[src/rtl/mc_pkg.sv]
// Shared encodings for the multi-cycle MIPS controller: opcodes, functs, ALU codes,
// FSM states and the per-state control word.
package mc_pkg;

  localparam logic [5:0] OP_RTYPE = 6'b000000;
  localparam logic [5:0] OP_LW    = 6'b100011;
  localparam logic [5:0] OP_SW    = 6'b101011;
  localparam logic [5:0] OP_ADDI  = 6'b001000;
  localparam logic [5:0] OP_ANDI  = 6'b001100;
  localparam logic [5:0] OP_ORI   = 6'b001101;
  localparam logic [5:0] OP_SLTI  = 6'b001010;
  localparam logic [5:0] OP_LUI   = 6'b001111;
  localparam logic [5:0] OP_BEQ   = 6'b000100;
  localparam logic [5:0] OP_BNE   = 6'b000101;
  localparam logic [5:0] OP_J     = 6'b000010;
  localparam logic [5:0] OP_JAL   = 6'b000011;

  localparam logic [5:0] FN_ADD = 6'b100000;
  localparam logic [5:0] FN_SUB = 6'b100010;
  localparam logic [5:0] FN_AND = 6'b100100;
  localparam logic [5:0] FN_OR  = 6'b100101;
  localparam logic [5:0] FN_SLT = 6'b101010;
  localparam logic [5:0] FN_NOR = 6'b100111;
  localparam logic [5:0] FN_XOR = 6'b100110;
  localparam logic [5:0] FN_SRL = 6'b000010;
  localparam logic [5:0] FN_JR  = 6'b001000;

  localparam logic [2:0] ALU_AND = 3'b000;
  localparam logic [2:0] ALU_OR  = 3'b001;
  localparam logic [2:0] ALU_ADD = 3'b010;
  localparam logic [2:0] ALU_SUB = 3'b110;
  localparam logic [2:0] ALU_SLT = 3'b111;
  localparam logic [2:0] ALU_NOR = 3'b100;
  localparam logic [2:0] ALU_XOR = 3'b011;
  localparam logic [2:0] ALU_SRL = 3'b101;

  typedef enum logic [4:0] {
    S_IF     = 5'd0,
    S_ID     = 5'd1,
    S_EX_R   = 5'd2,
    S_EX_MEM = 5'd3,
    S_MEM_RD = 5'd4,
    S_MEM_WR = 5'd5,
    S_WB_LW  = 5'd6,
    S_WB_R   = 5'd7,
    S_EX_I   = 5'd8,
    S_WB_I   = 5'd9,
    S_EX_LUI = 5'd10,
    S_EX_BEQ = 5'd11,
    S_EX_BNE = 5'd12,
    S_EX_J   = 5'd13,
    S_EX_JAL = 5'd14,
    S_EX_JR  = 5'd15,
    S_ERR    = 5'd16
  } state_t;

  typedef enum logic [2:0] {
    CLS_ZERO  = 3'd0,
    CLS_ADD   = 3'd1,
    CLS_RTYPE = 3'd2,
    CLS_IMM   = 3'd3,
    CLS_SUB   = 3'd4
  } alu_cls_t;

  typedef struct packed {
    logic       mem_read;
    logic       mem_write;
    logic       iord;
    logic       fetch;
    logic       pc_write;
    logic       pc_write_cond;
    logic       branch;
    logic [1:0] pc_source;
    logic       alu_src_a;
    logic [1:0] alu_src_b;
    logic [1:0] reg_dst;
    logic [1:0] mem_to_reg;
    logic       reg_write;
  } ctl_t;

  function automatic ctl_t ctl_decode(input state_t s);
    ctl_t c;
    c = '0;
    case (s)
      S_IF:     begin c.mem_read = 1'b1; c.fetch = 1'b1; c.alu_src_b = 2'b01; end
      S_ID:     c.alu_src_b = 2'b11;
      S_EX_R:   c.alu_src_a = 1'b1;
      S_EX_MEM,
      S_EX_I:   begin c.alu_src_a = 1'b1; c.alu_src_b = 2'b10; end
      S_MEM_RD: begin c.mem_read = 1'b1; c.iord = 1'b1; end
      S_MEM_WR: begin c.mem_write = 1'b1; c.iord = 1'b1; end
      S_WB_LW:  begin c.mem_to_reg = 2'b01; c.reg_write = 1'b1; end
      S_WB_R:   begin c.reg_dst = 2'b01; c.reg_write = 1'b1; end
      S_WB_I:   c.reg_write = 1'b1;
      S_EX_LUI: begin c.mem_to_reg = 2'b11; c.reg_write = 1'b1; end
      S_EX_BEQ,
      S_EX_BNE: begin
        c.alu_src_a     = 1'b1;
        c.pc_write_cond = 1'b1;
        c.pc_source     = 2'b01;
        c.branch        = (s == S_EX_BEQ);
      end
      S_EX_J:   begin c.pc_write = 1'b1; c.pc_source = 2'b10; end
      S_EX_JAL: begin
        c.pc_write   = 1'b1;
        c.pc_source  = 2'b10;
        c.reg_dst    = 2'b10;
        c.mem_to_reg = 2'b10;
        c.reg_write  = 1'b1;
      end
      S_EX_JR:  begin c.pc_write = 1'b1; c.pc_source = 2'b11; end
      default:  ;
    endcase
    return c;
  endfunction

  function automatic alu_cls_t alu_cls_of(input state_t s);
    case (s)
      S_IF, S_ID, S_EX_MEM: return CLS_ADD;
      S_EX_R:               return CLS_RTYPE;
      S_EX_I:               return CLS_IMM;
      S_EX_BEQ, S_EX_BNE:   return CLS_SUB;
      default:              return CLS_ZERO;
    endcase
  endfunction

  function automatic state_t id_next(input logic [5:0] op, input logic [5:0] fn);
    case (op)
      OP_RTYPE:                          return (fn == FN_JR) ? S_EX_JR : S_EX_R;
      OP_LW, OP_SW:                      return S_EX_MEM;
      OP_ADDI, OP_ANDI, OP_ORI, OP_SLTI: return S_EX_I;
      OP_LUI:                            return S_EX_LUI;
      OP_BEQ:                            return S_EX_BEQ;
      OP_BNE:                            return S_EX_BNE;
      OP_J:                              return S_EX_J;
      OP_JAL:                            return S_EX_JAL;
      default:                           return S_ERR;
    endcase
  endfunction

endpackage

[src/rtl/mc_alu_dec.sv]
// ALU operation decode from the state class and the instruction opcode/funct fields.
import mc_pkg::*;

module mc_alu_dec (
  input  logic [2:0] cls,
  input  logic [5:0] OPcode,
  input  logic [5:0] Fun,
  output logic [2:0] alu_ctl
);

  always_comb begin
    alu_ctl = ALU_AND;
    case (alu_cls_t'(cls))
      CLS_ADD: alu_ctl = ALU_ADD;
      CLS_SUB: alu_ctl = ALU_SUB;
      CLS_RTYPE: begin
        case (Fun)
          FN_ADD:  alu_ctl = ALU_ADD;
          FN_SUB:  alu_ctl = ALU_SUB;
          FN_AND:  alu_ctl = ALU_AND;
          FN_OR:   alu_ctl = ALU_OR;
          FN_SLT:  alu_ctl = ALU_SLT;
          FN_NOR:  alu_ctl = ALU_NOR;
          FN_XOR:  alu_ctl = ALU_XOR;
          FN_SRL:  alu_ctl = ALU_SRL;
          default: alu_ctl = ALU_ADD;
        endcase
      end
      CLS_IMM: begin
        case (OPcode)
          OP_ANDI: alu_ctl = ALU_AND;
          OP_ORI:  alu_ctl = ALU_OR;
          OP_SLTI: alu_ctl = ALU_SLT;
          default: alu_ctl = ALU_ADD;
        endcase
      end
      default: alu_ctl = ALU_AND;
    endcase
  end

endmodule

[src/rtl/mc_ctrl.sv]
// Multi-cycle MIPS control FSM with memory-ready stalls.
// MC_ILLEGAL_TRAP_EN: when defined, ERR is sticky until reset and raises illegal.
import mc_pkg::*;

module mc_ctrl #(
  parameter int unsigned STATE_W       = 5,
  parameter bit          INIT_PC_WRITE = 1'b1
) (
  input  logic               clk,
  input  logic               rst,
  input  logic [5:0]         OPcode,
  input  logic [5:0]         Fun,
  input  logic               zero,
  input  logic               MIO_ready,
  output logic               MemRead,
  output logic               MemWrite,
  output logic               IorD,
  output logic               IRWrite,
  output logic               PCWrite,
  output logic               PCWriteCond,
  output logic               Branch,
  output logic [1:0]         PCSource,
  output logic               ALUSrcA,
  output logic [1:0]         ALUSrcB,
  output logic [2:0]         ALU_Control,
  output logic [1:0]         RegDst,
  output logic [1:0]         MemtoReg,
  output logic               RegWrite,
  output logic               CPU_MIO,
  output logic [STATE_W-1:0] state_out,
  output logic               illegal
);

  state_t     state_q, state_d;
  ctl_t       ctl_q, ctl_d;
  logic [2:0] alu_q, alu_d;
  logic [2:0] cls_d;
  logic       first_fetch_q;
  logic       fetch_go;
  logic       unused_zero;

  // Branch resolution uses zero inside the datapath, not here.
  assign unused_zero = zero;

  always_comb begin
    state_d = state_q;
    case (state_q)
      S_IF:     if (MIO_ready) state_d = S_ID;
      S_ID:     state_d = id_next(OPcode, Fun);
      S_EX_R:   state_d = S_WB_R;
      S_EX_MEM: state_d = (OPcode == OP_SW) ? S_MEM_WR : S_MEM_RD;
      S_MEM_RD: if (MIO_ready) state_d = S_WB_LW;
      S_MEM_WR: if (MIO_ready) state_d = S_IF;
      S_EX_I:   state_d = S_WB_I;
`ifdef MC_ILLEGAL_TRAP_EN
      S_ERR:    state_d = S_ERR;
`else
      S_ERR:    state_d = S_IF;
`endif
      default:  state_d = S_IF;
    endcase
  end

  // Outputs are registered by decoding the next state alongside the state update.
  assign ctl_d = ctl_decode(state_d);
  assign cls_d = alu_cls_of(state_d);

  mc_alu_dec u_alu_dec (
    .cls     (cls_d),
    .OPcode  (OPcode),
    .Fun     (Fun),
    .alu_ctl (alu_d)
  );

  always_ff @(posedge clk or negedge rst) begin
    if (!rst) begin
      state_q       <= S_IF;
      ctl_q         <= ctl_decode(S_IF);
      alu_q         <= ALU_ADD;
      first_fetch_q <= 1'b1;
    end else begin
      state_q <= state_d;
      ctl_q   <= ctl_d;
      alu_q   <= alu_d;
      if (state_q == S_IF && MIO_ready) first_fetch_q <= 1'b0;
    end
  end

  // Fetch strobes follow MIO_ready directly; all write strobes are masked while in reset.
  assign fetch_go    = rst & ctl_q.fetch & MIO_ready;
  assign IRWrite     = fetch_go;
  assign PCWrite     = rst & (ctl_q.pc_write |
                              (fetch_go & (INIT_PC_WRITE | ~first_fetch_q)));
  assign MemRead     = rst & ctl_q.mem_read;
  assign MemWrite    = rst & ctl_q.mem_write;
  assign RegWrite    = rst & ctl_q.reg_write;
  assign CPU_MIO     = MemRead | MemWrite;
  assign IorD        = ctl_q.iord;
  assign PCWriteCond = ctl_q.pc_write_cond;
  assign Branch      = ctl_q.branch;
  assign PCSource    = ctl_q.pc_source;
  assign ALUSrcA     = ctl_q.alu_src_a;
  assign ALUSrcB     = ctl_q.alu_src_b;
  assign ALU_Control = alu_q;
  assign RegDst      = ctl_q.reg_dst;
  assign MemtoReg    = ctl_q.mem_to_reg;
  assign state_out   = STATE_W'(state_q);

`ifdef MC_ILLEGAL_TRAP_EN
  assign illegal = (state_q == S_ERR);
`else
  assign illegal = 1'b0;
`endif

endmodule

[config.mk]
export PLATFORM = sky130hd
export DESIGN_NAME = mc_ctrl
export DESIGN_NICKNAME = d
export VERILOG_FILES = /design/src/rtl/mc_pkg.sv /design/src/rtl/mc_alu_dec.sv /design/src/rtl/mc_ctrl.sv
export SDC_FILE = /design/constraint.sdc
export NUM_CORES = 1
export LEC_CHECK = 0
export CELL_PAD_IN_SITES_DETAIL_PLACEMENT = 1
export CELL_PAD_IN_SITES_GLOBAL_PLACEMENT = 2
export CORE_MARGIN = 2
export CORE_UTILIZATION = 32
export DETAILED_ROUTE_END_ITERATION = 10
export PLACE_DENSITY_LB_ADDON = 0.15
export REMOVE_ABC_BUFFERS = 1
export SLEW_MARGIN = 25
export SYNTH_ARGS = -nofsm -noshare
export SYNTH_HDL_FRONTEND = slang
export SYNTH_SLANG_ARGS = --single-unit
[constraint.sdc]
create_clock -name clk -period 6.8 [get_ports clk]
set_clock_uncertainty 0.05 [all_clocks]
set_input_delay 0.68 -clock clk [delete_from_list [all_inputs] [get_ports clk]]
set_output_delay 0.68 -clock clk [all_outputs]
set_load 0.02 [all_outputs]
==> impl_metrics.yaml, run 1 <==
clock_tree:
  post_cts_buffers: 0
  cts_sinks: 25
  cts.reportedPaths.clkPinSlew_ns: 0.08
  clock_path_buffers: 2
  cts_hold_buf: 0
  clk_latency_ns: 0.26
  cts.repair.resized: 0
  cts_htree_levels: 1
  numCtsBuffers: 3
  cts_tree: "yes"
  clk_root_buffer_cell: "clkbuf_8"
pwr:
  switching_share_pct: 42.8
  combPwrFrac_pct: 52.4
  cellLeakagePower_nw: 0.848
  p_seq_share_pct: 34.6
  power_frac_clock_pct: 13.0
  switching_power_mw: 0.278
  powerDensity_nw_per_um2: 306
  p_int_mw: 0.371
  peakVddDrop_uv: 87.9
die:
  fp.dieW_um: 77.2
  core_sq_um: 5140
  dieArea_sq_um: 5960
  die_y_um: 77.2
  rows: 26
  ioPinCount: 43
  initial_core_util_pct: 33.4
sta:
  hold_violations: 0
  setup_violations: 0
  timing.setup.tns_ns: 0
  slew_headroom_pct: 52.1
  rsz0062_at_grt: "no"
  fmax_ghz: 0.322
  slew_viol_final: 0
  fin_crit_sh_pct: 45.7
  period_minus_slack_ns: 3.11
  worst_pin_slew_ns: 0.716
worst_setup_path:
  crit_fanout: 30
  crit_path_end: "PCWrite"
  cp_num_cells: 5
  start_kind: "input port"
  arrival_ns: 2.38
  worst-path-buf-inv: 3
  critPathSlowestCell: "clkdlybuf4s50_1"
  crit_top_cell: "clkdlybuf4s50_1"
  r2r-start: "state_out[0]$_DFF_PN0_"
  cp_cell_sequence: "clkdlybuf4s50_1, buf_4, and3_1, a21o_1, clkdlybuf4s50_1"
  end_kind: "output port"
  cpPeakStageDelay_ns: 0.59
  crit_type: "input port to output port"
  worstRegToRegCells: 7
  critPathTopFamily: "buffers and inverters"
  startpoint: "rst"
  cp.required_ns: 6.07
  r2r_setup_slack_ns: 4.14
  timing.rr.end: "ALU_Control[2]$_DFF_PN0_"
routing:
  drc: 0
  wirelength_met1_um: 2000
  met2_length_um: 2220
  postRouteAntennaNets: 0
  via_per_inst: 5.20
  wl_met3_um: 133
  drtIter0Drc: 42
  wirelength_um: 4430
  firstDrtPassIters: 4
  top_layer: "met4"
  wl_per_cell_um: 15.9
  num_vias: 1450
layout:
  diodes: 0
  fin_nets: 226
  drive_above_1_share_pct: 13.9
  layout-area-overhead-vs-synth_pct: 23.6
  layout.cells.non_filler: 279
flow_run:
  drv_cap: 0
synthesis:
  yosys_warnings: 0
  ys_ff_latch: 25
  yosysTopAreaCellShare_pct: 30.6
  yosysMostFrequentCell: "dfrtp_1"
  yosysSeqAreaShare_pct: 36.8
  synth.distinct_cells: 61
  synth_area_sq_um: 1720
  synthesis.instances: 184
  synth_common_cells: "21 x dfrtp_1, 19 x nor2_1, 10 x buf_4, 10 x nand2_1"
  yosys.area.top_type: "dfrtp_1"
  syn_area_per_cell_sq_um: 9.32
  synth_edf_count: 0
  async_reset_ff_share_pct: 100
  synthTopCellsByArea: "dfrtp_1 31%, dfstp_2 6.1%, buf_4 4.4%"
  synth_ff_type: "dfrtp_1"
global_routing:
  antenna_found_initial: 0
  grt_use_total_pct: 16.0
  grt_pass1_wl_um: 7620
  gr-total-overflow: 0
  grt_max_degree: 31
  grt_pass1_vias: 1494
placement:
  hpwlAfterDp_um: 3440
  dp.cells: 275
  gp_congestion: 0.769
  io_buffers: 40
min_path:
  hold_path_class: "flop to flop"
status:
  status: "finished clean"
-- area by class of cell --
cell class              count  area (sq um)
flip-flops and latches     25           631
inverters                   7          26.3
multi-input cells         132           922
clock inverters             1          5.00
repair buffers             41           408
fillers                   620          3020
well taps                  70          87.6
clock buffers               3          41.3
-- routing by layer --
metal  GRT usage (%)  vias up
met1            20.3      707
met3            2.12        7
li1                -      703
met5               0        -
met4            5.54        0
met2            27.7       33
-- cell families after synthesis --
| group | Yosys count | share of synthesized area [%] |
|---|---|---|
| AO/OA/AOI/OAI | 38 | 19.7 |
| XOR/XNOR | 2 | 1.02 |
| buffers and inverters | 27 | 9.48 |
| flip-flops | 25 | 36.8 |
| multiplexers | 1 | 0.656 |
| other | 1 | 0.219 |
| AND/OR/NAND/NOR | 90 | 32.2 |
-- worst min-delay path by stage --
stage	from	to	slack [ns]	cells after the start
floorplan	rst	ALUSrcA$_DFF_PN0_	0.33	0
global placement	state_out[4]$_DFF_PN0_	ctl_q[0]$_DFF_PN0_	0.59	1
detailed placement	state_out[4]$_DFF_PN0_	ctl_q[0]$_DFF_PN0_	0.60	1
CTS	state_out[4]$_DFF_PN0_	ctl_q[0]$_DFF_PN0_	0.61	1
global route	state_out[4]$_DFF_PN0_	ctl_q[0]$_DFF_PN0_	0.65	1
finish	state_out[4]$_DFF_PN0_	ctl_q[0]$_DFF_PN0_	0.61	1
-- metrics by stage --
| stage | hold slack, ns | setup slack [ns] | utilization [%] | cell area (sq um) | power [mW] |
|---|---|---|---|---|---|
| 3_3_place_gp | 0.585 | 3.50 | 40.4 | 2070 | 0.561 |
| 4_1_cts | 0.614 | 3.66 | 41.3 | 2120 | 0.657 |
| 6_report | 0.607 | 3.69 | 41.3 | 2120 | 0.649 |
| 5_1_grt | 0.652 | 3.41 | 41.3 | 2120 | 0.695 |
| 2_1_floorplan | 0.334 | 4.38 | - | 1580 | 0.430 |
| 3_5_place_dp | 0.596 | 3.45 | 40.4 | 2070 | 0.570 |
-- state kept, by name, indices dropped and copies added, names as in the netlist --
signal	cells
RegDst	2
ctl_q	5
MemtoReg	2
PCSource	2
IorD	1
ALUSrcA	1
Branch	1
PCWriteCond	1
ALUSrcB	2
ALU_Control	3
state_out	5
-- placed cells by master (no fill, tap or decap), types with 4 or more instances in the layout --
master / instances
clkdlybuf4s50_1: 40
dfrtp_1: 21
nor2_1: 19
nand2_1: 10
nand2b_1: 8
a21oi_1: 8
nand3b_1: 6
nor3_1: 6
inv_1: 6
o21ai_0: 5
dfstp_2: 4
nand4_1: 4
and2_1: 4
-- power groups by stage --
stage / registers [mW] / clock network (mW) / logic (mW)
2_1_floorplan: 0.249 / 0 / 0.181
3_3_place_gp: 0.225 / 0 / 0.336
3_5_place_dp: 0.228 / 0 / 0.342
4_1_cts: 0.225 / 0.0877 / 0.344
5_1_grt: 0.231 / 0.0933 / 0.371
6_report: 0.224 / 0.0846 / 0.340
-- worst register-to-register path, delay by kind of cell (launching register included) --
kind               cells  cell delay (ns)
AOI/OAI and AO/OA      3             0.60
DFF                    1             0.55
and+or+nand+nor        4             1.35
(Power assumes the default switching activity.)
==> run 2: changes to the inputs <==
- CORE_UTILIZATION: 32 -> 29
- clock period: 6.8 -> 2.97 ns (I/O delays scaled with it)
==> run 2 against run 1 <==
Compared with the run above: sequential power increased by 120%; combinational power increased to 2.6 times the previous value; setup slack got worse by 3.3 ns; wire length rose by 2.7%; critical path depth increased by 2; highest routed layer unchanged; count of clock-buffer cells in the layout grew 1.
==> impl_metrics.yaml, run 2 (synthesis gave the netlist of run 1 again) <==
status:
  status: "finished clean"
worst_setup_path:
  r2r-start: "state_out[4]$_DFF_PN0_"
  worst-path-buf-inv: 1
  critPathTopFamily: "buffers and inverters"
  arrival_ns: 2.65
  cpPeakStageDelay_ns: 0.70
  timing.rr.end: "ALU_Control[1]$_DFF_PN1_"
  critPathSlowestCell: "clkdlybuf4s50_1"
  startpoint: "OPcode[2]"
  crit_fanout: 11
  start_kind: "input port"
  cp_cell_sequence: "clkdlybuf4s50_1, mux2_2, o32ai_1, nor3_1, nor2_1, nand3_1, o2111ai_1"
  crit_type: "input port to flop"
  end_kind: "flop"
  cp.required_ns: 3.09
  r2r_setup_slack_ns: 0.46
  worstRegToRegCells: 8
routing:
  postRouteAntennaNets: 0
  drtIter0Drc: 48
  drc: 0
  firstDrtPassIters: 4
  num_vias: 1490
  via_per_inst: 5.02
  wirelength_um: 4550
  wl_per_cell_um: 15.3
pwr:
  peakVddDrop_uv: 260
  cellLeakagePower_nw: 0.910
  powerDensity_nw_per_um2: 706
clock_tree:
  cts.repair.resized: 0
  cts.reportedPaths.clkPinSlew_ns: 0.08
  clk_latency_ns: 0.26
  cts_tree: "yes"
  clk_root_buffer_cell: "clkbuf_8"
  cts_sinks: 25
  cts_htree_levels: 1
  numCtsBuffers: 3
  post_cts_buffers: 0
  cts_hold_buf: 0
  clock_path_buffers: 2
sta:
  hold_violations: 0
  timing.setup.tns_ns: 0
  period_minus_slack_ns: 2.53
  rsz0062_at_grt: "no"
  fin_crit_sh_pct: 85.1
  fin_hold_ws_ns: 0.240
  slew_viol_final: 0
  setup_violations: 0
  fmax_ghz: 0.396
  setup_slack_ns: 0.442
global_routing:
  grt_use_total_pct: 14.7
  antenna_found_initial: 0
  grt_pass1_vias: 1581
  grt_pass1_wl_um: 7650
  grt_max_degree: 16
  gr-total-overflow: 0
layout:
  utilization_pct: 38.2
  drive_above_1_share_pct: 18.5
  nFillCells: 695
  final_cell_mix: "40 x clkdlybuf4s50_1, 21 x dfrtp_1, 19 x nor2_1"
  multiInputGateArea_sq_um: 922
  layout_commonest_cell: "clkdlybuf4s50_1"
  fin_nets: 239
  regArea_sq_um: 631
  layout-area-overhead-vs-synth_pct: 29.6
  diodes: 0
die:
  initial_core_util_pct: 29.5
  rows: 28
  ioPinCount: 43
  fp.dieW_um: 80.9
  core_sq_um: 5820
  dieArea_sq_um: 6550
  die_y_um: 80.9
placement:
  dp_slack_ns: 0.176
  hpwlAfterDp_um: 3640
  gp_congestion: 0.861
  io_buffers: 40
flow_run:
  drv_cap: 0
min_path:
  hold_path_class: "input port to asynchronous set/reset pin"
==> run 2: changes by cell type in the layout (fill, tap and decap cells not counted) <==
cell,delta
buf_4,+13
clkinv_2,-1
clkbuf_1,+1
==> run 2: per-stage QoR <==
step | instances | cell area, sq um | total power [mW]
2_1_floorplan | 164 | 1580 | 0.985
5_1_grt | 297 | 2220 | 1.68
3_5_place_dp | 293 | 2180 | 1.39
3_3_place_gp | 293 | 2180 | 1.37
6_report | 297 | 2220 | 1.57
4_1_cts | 297 | 2220 | 1.58
==> run 2: final cells by class <==
| cell class | instances | share of cell area [%] |
|---|---|---|
| tap | 75 | 4.22 |
| clock buffer | 4 | 2.03 |
| inverter | 7 | 1.18 |
| sequential | 25 | 28.4 |
| multi-input combinational | 132 | 41.5 |
| timing repair buffer | 54 | 22.7 |
==> run 2: metal layers <==
layer / GRT usage (%) / up-vias / share of wire [%]
li1: - / 732 / -
met1: 19.4 / 729 / 47
met2: 26.4 / 27 / 50
met3: 0.667 / 2 / 1.9
met4: 3.56 / 0 / 0.73
met5: 0 / - / 0
==> run 2: worst max path at each step <==
stage               slack (ns)  cells after the start                        to
global route              0.30                      8  ALU_Control[1]$_DFF_PN1_
CTS                       0.44                      8  ALU_Control[1]$_DFF_PN1_
floorplan                 0.64                      7  ALU_Control[2]$_DFF_PN0_
global placement          0.24                      7  ALU_Control[2]$_DFF_PN0_
finish                    0.44                      7  ALU_Control[2]$_DFF_PN0_
detailed placement        0.18                      7  ALU_Control[2]$_DFF_PN0_
==> run 2: power breakdown <==
part           internal (mW)  total, mW  switching, mW
Combinational          0.381      0.888          0.507
Clock                 0.0955      0.190         0.0948
Sequential             0.440      0.490         0.0502
